### config.mk
export PLATFORM = sky130hd
export DESIGN_NAME = vga_timing_gen
export DESIGN_NICKNAME = d
export VERILOG_FILES = /design/src/rtl/vga_pkg.sv /design/src/rtl/sync_delay_line.sv /design/src/rtl/vga_timing_gen.sv
export SDC_FILE = /design/constraint.sdc
export NUM_CORES = 1
export LEC_CHECK = 0
export BUFFER_PORTS_ARGS = -buffer_cell sky130_fd_sc_hd__buf_2
export CORE_UTILIZATION = 40
export CTS_CLUSTER_DIAMETER = 150
export DETAILED_ROUTE_END_ITERATION = 8
export GPL_TIMING_DRIVEN = 0
export MAX_ROUTING_LAYER = met4
export RECOVER_POWER = 100
export SYNTH_ARGS = -nofsm -noshare
export SYNTH_HDL_FRONTEND = slang
export SYNTH_HIERARCHICAL = 1
export SYNTH_SLANG_ARGS = --single-unit
### constraint.sdc
create_clock -name vga_clk -period 2.6 [get_ports vga_clk]
set_input_delay 0.52 -clock vga_clk [delete_from_list [all_inputs] [get_ports vga_clk]]
set_output_delay 0.52 -clock vga_clk [all_outputs]
set_load 0.02 [all_outputs]
### src/rtl/vga_pkg.sv
// Shared 640x480@60 raster timing constants and control-bus types.
package vga_pkg;

  localparam int unsigned VGA_COORD_W = 10;

  localparam int unsigned H_VISIBLE = 640;
  localparam int unsigned H_FP      = 16;
  localparam int unsigned H_SYNC    = 96;
  localparam int unsigned H_BP      = 48;
  localparam int unsigned V_VISIBLE = 480;
  localparam int unsigned V_FP      = 10;
  localparam int unsigned V_SYNC    = 2;
  localparam int unsigned V_BP      = 33;

  localparam int unsigned H_TOTAL = H_VISIBLE + H_FP + H_SYNC + H_BP;
  localparam int unsigned V_TOTAL = V_VISIBLE + V_FP + V_SYNC + V_BP;

  typedef logic [VGA_COORD_W-1:0] vga_coord_t;

  typedef struct packed {
    logic hs;
    logic vs;
    logic blank;
  } vga_ctrl_t;

  // Syncs deasserted, nothing visible.
  localparam vga_ctrl_t VGA_CTRL_IDLE = 3'b110;

endpackage

### src/rtl/sync_delay_line.sv
// Fixed-depth shift register for the sync/blank control bundle; depth 0 is a wire.
module sync_delay_line
  import vga_pkg::*;
#(
  parameter int unsigned DEPTH = 1
) (
  input  logic      clk,
  input  logic      reset,
  input  vga_ctrl_t ctrl,
  output vga_ctrl_t ctrl_delayed
);

  generate
    if (DEPTH == 0) begin : g_pass
      assign ctrl_delayed = ctrl;
    end else begin : g_pipe
      vga_ctrl_t stage [DEPTH];

      // Reset forces every stage idle so no partial sync pulse survives reset.
      always_ff @(posedge clk) begin
        if (reset) begin
          for (int i = 0; i < DEPTH; i++) stage[i] <= VGA_CTRL_IDLE;
        end else begin
          stage[0] <= ctrl;
          for (int i = 1; i < DEPTH; i++) stage[i] <= stage[i-1];
        end
      end

      assign ctrl_delayed = stage[DEPTH-1];
    end
  endgenerate

endmodule

### src/rtl/vga_timing_gen.sv
// Raster counter for VGA timing: coordinates, blank, syncs and a delayed sync/blank copy.
module vga_timing_gen #(
  parameter int unsigned H_VISIBLE  = vga_pkg::H_VISIBLE,
  parameter int unsigned H_FP       = vga_pkg::H_FP,
  parameter int unsigned H_SYNC     = vga_pkg::H_SYNC,
  parameter int unsigned H_BP       = vga_pkg::H_BP,
  parameter int unsigned V_VISIBLE  = vga_pkg::V_VISIBLE,
  parameter int unsigned V_FP       = vga_pkg::V_FP,
  parameter int unsigned V_SYNC     = vga_pkg::V_SYNC,
  parameter int unsigned V_BP       = vga_pkg::V_BP,
  parameter int unsigned PIPE_DELAY = 1
) (
  input  logic                           vga_clk,
  input  logic                           reset,
  output logic [vga_pkg::VGA_COORD_W-1:0] DrawX,
  output logic [vga_pkg::VGA_COORD_W-1:0] DrawY,
  output logic                           blank,
  output logic                           hs,
  output logic                           vs,
  output logic                           frame_start,
  output logic                           line_end,
  output logic                           hs_d,
  output logic                           vs_d,
  output logic                           blank_d
);

  localparam int unsigned W        = vga_pkg::VGA_COORD_W;
  localparam int unsigned H_TOTAL  = H_VISIBLE + H_FP + H_SYNC + H_BP;
  localparam int unsigned V_TOTAL  = V_VISIBLE + V_FP + V_SYNC + V_BP;
  localparam int unsigned HS_START = H_VISIBLE + H_FP;
  localparam int unsigned HS_END   = HS_START + H_SYNC;
  localparam int unsigned VS_START = V_VISIBLE + V_FP;
  localparam int unsigned VS_END   = VS_START + V_SYNC;

  logic [W-1:0] hc;
  logic [W-1:0] vc;
  logic         h_wrap;
  logic         v_wrap;

  // >= rather than == so a corrupted count still wraps back to zero.
  assign h_wrap = (hc >= W'(H_TOTAL - 1));
  assign v_wrap = (vc >= W'(V_TOTAL - 1));

  always_ff @(posedge vga_clk) begin
    if (reset) begin
      hc <= '0;
      vc <= '0;
    end else if (h_wrap) begin
      hc <= '0;
      vc <= v_wrap ? '0 : vc + W'(1);
    end else begin
      hc <= hc + W'(1);
    end
  end

  assign DrawX       = hc;
  assign DrawY       = vc;
  assign blank       = (hc < W'(H_VISIBLE)) && (vc < W'(V_VISIBLE));
  assign hs          = !((hc >= W'(HS_START)) && (hc < W'(HS_END)));
  assign vs          = !((vc >= W'(VS_START)) && (vc < W'(VS_END)));
  assign frame_start = (hc == '0) && (vc == '0);
  assign line_end    = (hc == W'(H_TOTAL - 1));

  vga_pkg::vga_ctrl_t ctrl_now;
  vga_pkg::vga_ctrl_t ctrl_late;

  assign ctrl_now.hs    = hs;
  assign ctrl_now.vs    = vs;
  assign ctrl_now.blank = blank;

  sync_delay_line #(
    .DEPTH(PIPE_DELAY)
  ) u_delay (
    .clk          (vga_clk),
    .reset        (reset),
    .ctrl         (ctrl_now),
    .ctrl_delayed (ctrl_late)
  );

  assign hs_d    = ctrl_late.hs;
  assign vs_d    = ctrl_late.vs;
  assign blank_d = ctrl_late.blank;

endmodule

==> impl_results.md, run 1 <==
* Port Buffers at 29
* Number of failing hold endpoints at the final stage at 0
* Cell Chain, Critical Path: nor4_2 > nand4_1 > nor4_1 > clkbuf_1
* Post-DR vias/cell at 5.585
* Die extent in x at 57.42 um
* Final layout net count at 183
* PnR Total Power at 0.6139 mW
* Number of storage elements in the synthesis netlist at 23
* Cell type contributing the most total cell area after synthesis: dfxtp_1
* Hold wc startpoint: reset
* Number of clock sinks seen by CTS at 23
* Status: complete, but fails checks
* Number of cell instances on the worst register-to-register path at 5
* Final HPWL DP at 2022 um
* Setup TNS Final at 0 ps
* Antenna violations before repair at 0
* Worst setup slack after layout at 262.9 ps
* First drt pass iteration count at 6
* Core Box Area at 0.002829 mm2
* Mean instance size in the synthesized netlist at 8.592 um2
* Total of fill cells in the finished design at 297
* Worst hold slack after final layout at 408.8 ps
* Relative max-transition margin at 0.5120
* Post-synthesis instance area at 0.001229 mm2
* Routed wire per std cell at 13.84 um
* Number of nets with antenna violations after routing at 0
* Setup bufs post-CTS at 0
* Overall via count from detail_route at 1156
* Area growth from synthesis to final layout at 12.73%
* TritonCTS clock tree: yes
* Die Height at 57.42 um
* Failing checks: DRC
* Fraction of post-synthesis cell area in the top cell type by area at 0.3747
* DRC violations left at 2
* Yosys warning count at 6
* Largest cells by area after synthesis: dfxtp_1, nand2_1, nand4_1
* Highest-count cells in the layout ignoring fill and taps: clkbuf_1, dfxtp_1, nand2_1, nor2_1, a21oi_1
* GR Overflow Total at 0
* Source-to-sink clock delay at the later pin of the worst-skew pair at 320 ps
* Final count of pins violating max slew at 0
* Initial detailed-routing violation count at 37
* Ratio of total power to cell area at 443.3 mW/mm2
* Global Route Usage Sum at 0.1917
* Delay of the slowest critical-path stage at 410 ps
* Maximum count of clock buffers along a single path at 2
* DIE AREA at 0.003297 mm2
* Period utilization at 0.8989
* Aggregate routed wire length at 2865 um
* Most common cell after layout, fill and taps aside: clkbuf_1
* Root cell of the clock tree: clkbuf_4
* CTS H-tree depth at 1
* Sequential cell area fraction in the yosys report at 0.3747
* Post-layout utilization of the core at 0.4896
* Number of distinct standard cells referenced by the synthesized netlist at 38
* Syn_nets at 149
* Placer congestion estimate at 0.8316
* Initial Util at 0.4343
* Cells after synthesis at 143
* Reg2reg setup slack at 580 ps
* Antenna cells at 0
* IR drop worst, VDD at 0.1942 mV
* Row cnt at 19
* Max-cap violations at 0
* Setup WS pre-CTS at 721.9 ps
* Pin count of the biggest net entering global routing at 13
* Fmax at 0.4279 GHz
* Hold Path Stages at 2
* Measured slew at the worst slew-check pin at 732.1 ps
* Unrepaired setup endpoints after global routing: false
* Endpoint of the worst-slack reg-to-reg timing path: DrawY[5]
* Final min period at 2337 ps
* Post-CTS clock slew at the launch and capture registers of the worst setup and hold paths at 130 ps
* Clock buffers created by TritonCTS at 3
* Final setup violating endpoints at 0
* Global-route wire length before repair at 4795 um
* Hold path endpoint: u_delay/g_pipe.stage[0][0]
* Cts hold-fix bufs at 0
* Number of global-route vias before repair at 1026
* Post-cts resize count at 0
* Number of top-level pins at 30
* Maximum fanout encountered on the critical timing path at 8
* Leak pwr at 0.4574 nW
* Ratio of cells with drive above 1 in the final layout at 0.06818
* Worst clock skew at 4.400 ps
* Critical Path AT at 1820 ps
* Path type of the worst min-delay path: input port to flip-flop
* Worst Setup Start Kind: flip-flop
* Startpoint of the worst-slack reg-to-reg timing path: DrawX[4]
* Data required time at the worst endpoint at 2080 ps
* Setup crit end kind: output pin
* Library cell contributing the largest single delay on the critical path: dfxtp_1
* Classification of the worst setup path: flip-flop to output pin
state kept, by name (all words and copies together), names as in the netlist:
register              count
u_delay/g_pipe.stage      3
DrawX                    10
DrawY                    10
logic make-up after synthesis:
group | count (synthesis) | synth area share
XOR/XNOR | 7 | 0.04990
flip-flops | 23 | 0.3747
adder cells (fa/ha/maj) | 4 | 0.04073
AO/OA/AOI/OAI | 23 | 0.1354
buffers and inverters | 15 | 0.07738
AND/OR/NAND/NOR | 71 | 0.3218
stage by stage:
step	instances	instance area, um2
after floorplan	143	1229
after global placement	203	1413
after detailed placement	203	1413
after CTS	207	1439
after global routing	207	1385
final	207	1385
cells in the mapped netlist:
cell,number
o31a_1,1
nor4_2,1
nand3b_1,1
and4_1,3
nand3_1,8
nor3_1,4
inv_1,9
a311oi_1,1
nand2_1,15
xor2_1,4
ha_1,4
nor2_1,13
and3_1,2
dlygate4sd1_1,1
nor3_4,1
clkbuf_8,1
buf_2,1
buf_4,1
xnor2_1,3
and2_1,3
a31oi_1,4
nand4b_1,2
nor4b_1,2
or2_1,2
a21o_1,1
nor2b_1,3
o32ai_1,3
buf_8,1
nor4_1,1
nand4_1,9
dfxtp_1,23
a21oi_1,9
o21ai_1,1
buf_6,1
a21bo_4,1
and3_2,1
a22oi_1,1
a21oi_4,1
worst max-delay path: cells and delay by family, from the launching register on:
kind	cells	cell delay [ps]
and+or+nand+nor	3	820
buffers and inverters	1	270
DFF	1	410
area by class of cell:
cell class / count / area (um2) / share of cell area
clock buffers: 4 / 26.28 / 0.01897
multi-input cells: 105 / 661.9 / 0.4779
well taps: 31 / 38.79 / 0.02800
inverters: 9 / 33.78 / 0.02439
plain buffers: 6 / 52.55 / 0.03794
flip-flops and latches: 23 / 460.4 / 0.3324
repair buffers: 29 / 111.4 / 0.08040
worst max-delay path by stage:
stage	startpoint	to	slack, ps	cells after the start
2_1_floorplan	DrawY[0]	frame_start	510	5
3_3_place_gp	DrawY[0]	frame_start	710	6
3_5_place_dp	DrawY[0]	frame_start	720	6
4_1_cts	DrawY[0]	frame_start	350	6
5_1_grt	DrawX[0]	frame_start	80	6
6_report	DrawY[5]	frame_start	260	4
power by group:
group	switching, mW	internal [mW]	total, mW	leakage [nW]
sequential	0.0103	0.362	0.372	0.187
clock	0.109	0.0600	0.169	0.0150
combinational	0.0460	0.0267	0.0727	0.256
routing by layer:
| metal | up-vias | routed length, um | track usage |
|---|---|---|---|
| met1 | 547 | 1477 | 0.2545 |
| met5 | - | 0 | - |
| li1 | 577 | - | - |
| met4 | 0 | 45 | 0.06272 |
| met3 | 5 | 122 | 0.03401 |
| met2 | 27 | 1220 | 0.2940 |
Note: power is estimated with default switching activity, not from simulation.
==> inputs of run 2 (changes only) <==
Settings changed: PLACE_DENSITY from default to 0.65.
Clock period 2.6 ns to 2.1 ns, I/O delays scaled along.
==> run 2 against run 1 <==
The flow still finishes with violations (DRC). Final area grew 5.0%. Die area is the same. Flip-flop and latch count is the same. Clock power grew 25%. Global-route usage grew 0.58 points. Register-to-register slack lost 190 ps. Total power grew 26%. Critical path depth grew 2. Sequential power grew 24%. Combinational power grew 39%. Largest cell class unchanged.
==> impl_results.md, run 2 (synthesized netlist as in run 1, its figures left out) <==
* Unrepaired setup endpoints after global routing: true
* CTS H-tree depth at 1 (unchanged)
* Ratio of total power to cell area at 532.6 mW/mm2 (+20%)
* Library cell contributing the largest single delay on the critical path: dfxtp_2
* Worst Path Buf+Inv at 2 (+1)
* Clock buffers created by TritonCTS at 3 (unchanged)
* Startpoint of the worst-slack reg-to-reg timing path: DrawX[1]
* Setup TNS Final at 0 ps (unchanged)
* Path type of the worst min-delay path: input port to flip-flop
* Port Buffers at 29 (unchanged)
* Switching power at 0.2136 mW (+29%)
* Post-CTS clock slew at the launch and capture registers of the worst setup and hold paths at 130 ps (about the same)
* TritonCTS clock tree: yes
* Highest metal used: met4
* Measured slew at the worst slew-check pin at 445.7 ps (-286.4 ps)
* Detail Route met3 WL at 140 um (+15%)
* Total of fill cells in the finished design at 277 (-6.7%)
* Hold wc startpoint: reset
* Routed wire per std cell at 13.86 um (+0.17%)
* Status: complete, but fails checks
* Cell Chain, Critical Path: inv_1 > ha_1 > nor4b_2 > nand4_1 > nor4_2 > buf_4
* Number of failing hold endpoints at the final stage at 0 (unchanged)
* Delay of the slowest critical-path stage at 370 ps (-40 ps)
* Hold Path Stages at 2 (unchanged)
* Number of global-route vias before repair at 1134 (+11%)
* Reg area at 465.4 um2 (+1.1%)
* Critical Path AT at 1590 ps (-230 ps)
* Maximum count of clock buffers along a single path at 2 (unchanged)
* Reg2reg setup slack at 390 ps (-190 ps)
* Failing checks: DRC
* Cts hold-fix bufs at 0 (unchanged)
* Global-route wire length before repair at 4912 um (+2.4%)
* Final HPWL DP at 2043 um (+1.0%)
* Setup crit end kind: output pin
* Antenna violations before repair at 0 (unchanged)
* Hold path endpoint: u_delay/g_pipe.stage[0][0]
* PnR Total Power at 0.7744 mW (+26%)
* Final count of pins violating max slew at 0 (unchanged)
* Initial Util at 0.4343 (unchanged)
* Setup bufs post-CTS at 0 (unchanged)
* Multi-input combinational cell area at 708.2 um2 (+7.0%)
* Worst clock skew at 9.147 ps (+4.747 ps)
* Relative max-transition margin at 0.7029 (+0.1909)
* Pin count of the biggest net entering global routing at 14 (+1)
* Post-cts resize count at 4 (+4)
* Net switching share of the total power at 0.2759 (+0.006184)
* Classification of the worst setup path: flip-flop to output pin
* Endpoint of the worst-slack reg-to-reg timing path: DrawY[7]
* Aggregate routed wire length at 2870 um (+0.17%)
* Top cell family by delay on the critical path: simple AND/OR/NAND/NOR gates
* Sequential group share of total power at 0.596 (-0.010)
* Row cnt at 19 (unchanged)
* Number of top-level pins at 30 (unchanged)
* Number of cells on the critical path at 6 (+2)
* Period utilization at 0.9575
* Proportion of power drawn by combinational gates at 0.130 (+0.012)
* Overall via count from detail_route at 1167 (+0.95%)
* Die Height at 57.42 um (unchanged)
* Number of nets with antenna violations after routing at 0 (unchanged)
* Most common cell after layout, fill and taps aside: dfxtp_1
* Ratio of cells with drive above 1 in the final layout at 0.1932 (+0.1250)
* Worst Setup Start Kind: flip-flop
* Source-to-sink clock delay at the later pin of the worst-skew pair at 320 ps (about the same)
* Fmax at 0.4973 GHz
* First drt pass iteration count at 6 (unchanged)
* DRC violations left at 3 (+1)
* Die extent in x at 57.42 um (unchanged)
* Highest-count cells in the layout ignoring fill and taps: dfxtp_1, clkbuf_1, nand2_1, nor2_1, buf_2
* Final setup violating endpoints at 0 (unchanged)
* IR drop worst, VDD at 0.2883 mV (+48%)
* Global Route Usage Sum at 0.1975 (+0.005771)
* Placer congestion estimate at 0.8342 (+0.31%)
* Max-cap violations at 0 (unchanged)
* Detailed-routed wire length on met2 at 1387 um (+14%)
* Post-DR vias/cell at 5.638 (+0.95%)
* Maximum fanout encountered on the critical timing path at 6 (-2)
* GR Overflow Total at 0 (unchanged)
* Core Box Area at 0.002829 mm2 (unchanged)
* Leak pwr at 0.5187 nW (+13%)
* Final min period at 2011 ps
* Root cell of the clock tree: clkbuf_4
* Number of cell instances on the worst register-to-register path at 6 (+1)
* Antenna cells at 0 (unchanged)
* Data required time at the worst endpoint at 1680 ps (-400 ps)
* Area growth from synthesis to final layout at 18.33%
* Number of clock sinks seen by CTS at 23 (unchanged)
* DIE AREA at 0.003297 mm2 (unchanged)
* Final layout net count at 183 (unchanged)
* Met1 routed wirelength after detailed routing at 1295 um (-12%)
* Clk network pwr share at 0.274 (-0.002)
* Initial detailed-routing violation count at 49 (+32%)
* Internal cell power at 0.5607 mW (+25%)
## run 2: cell type report
type	instances	area share
inverter	9	0.02324
clock inverter	1	0.003442
sequential	23	0.3201
timing repair buffer	29	0.08692
multi-input combinational	105	0.4871
clock buffer	3	0.01549
tap	31	0.02668
buffer	6	0.03701
## run 2: through the flow
stage	cells	setup WS [ps]	cell area, um2	util	hold WS (ps)
floorplan	143	114.9	1229	-	491.6
global placement	203	310.6	1413	0.4993	471.8
detailed placement	203	296.8	1413	0.4993	480.5
CTS	207	2.668	1463	0.5170	296.8
global route	207	-5.628	1454	0.5139	283.6
finish	207	89.25	1454	0.5139	298.5
## run 2: worst max-delay path by stage
stage | from | endpoint | slack [ps]
3_3_place_gp | DrawY[5] | frame_start | 310
4_1_cts | DrawY[1] | frame_start | 3
5_1_grt | DrawY[0] | frame_start | -6
3_5_place_dp | DrawX[0] | frame_start | 300
6_report | DrawY[0] | frame_start | 90
2_1_floorplan | DrawY[0] | frame_start | 110
## run 2: metal layers
metal / vias up / GRT usage
met5: - / -
met4: 0 / 0.07666
met3: 5 / 0.02721
met2: 28 / 0.3422
met1: 557 / 0.2291
li1: 577 / -
## run 2: power by group through the flow
stage                     clock [mW]  combinational, mW  sequential (mW)
after CTS                      0.218              0.101            0.460
after floorplan                    0             0.0523            0.482
final                          0.212              0.101            0.461
after global placement             0             0.0938            0.469
after detailed placement           0             0.0950            0.469
after global routing           0.240              0.110            0.463
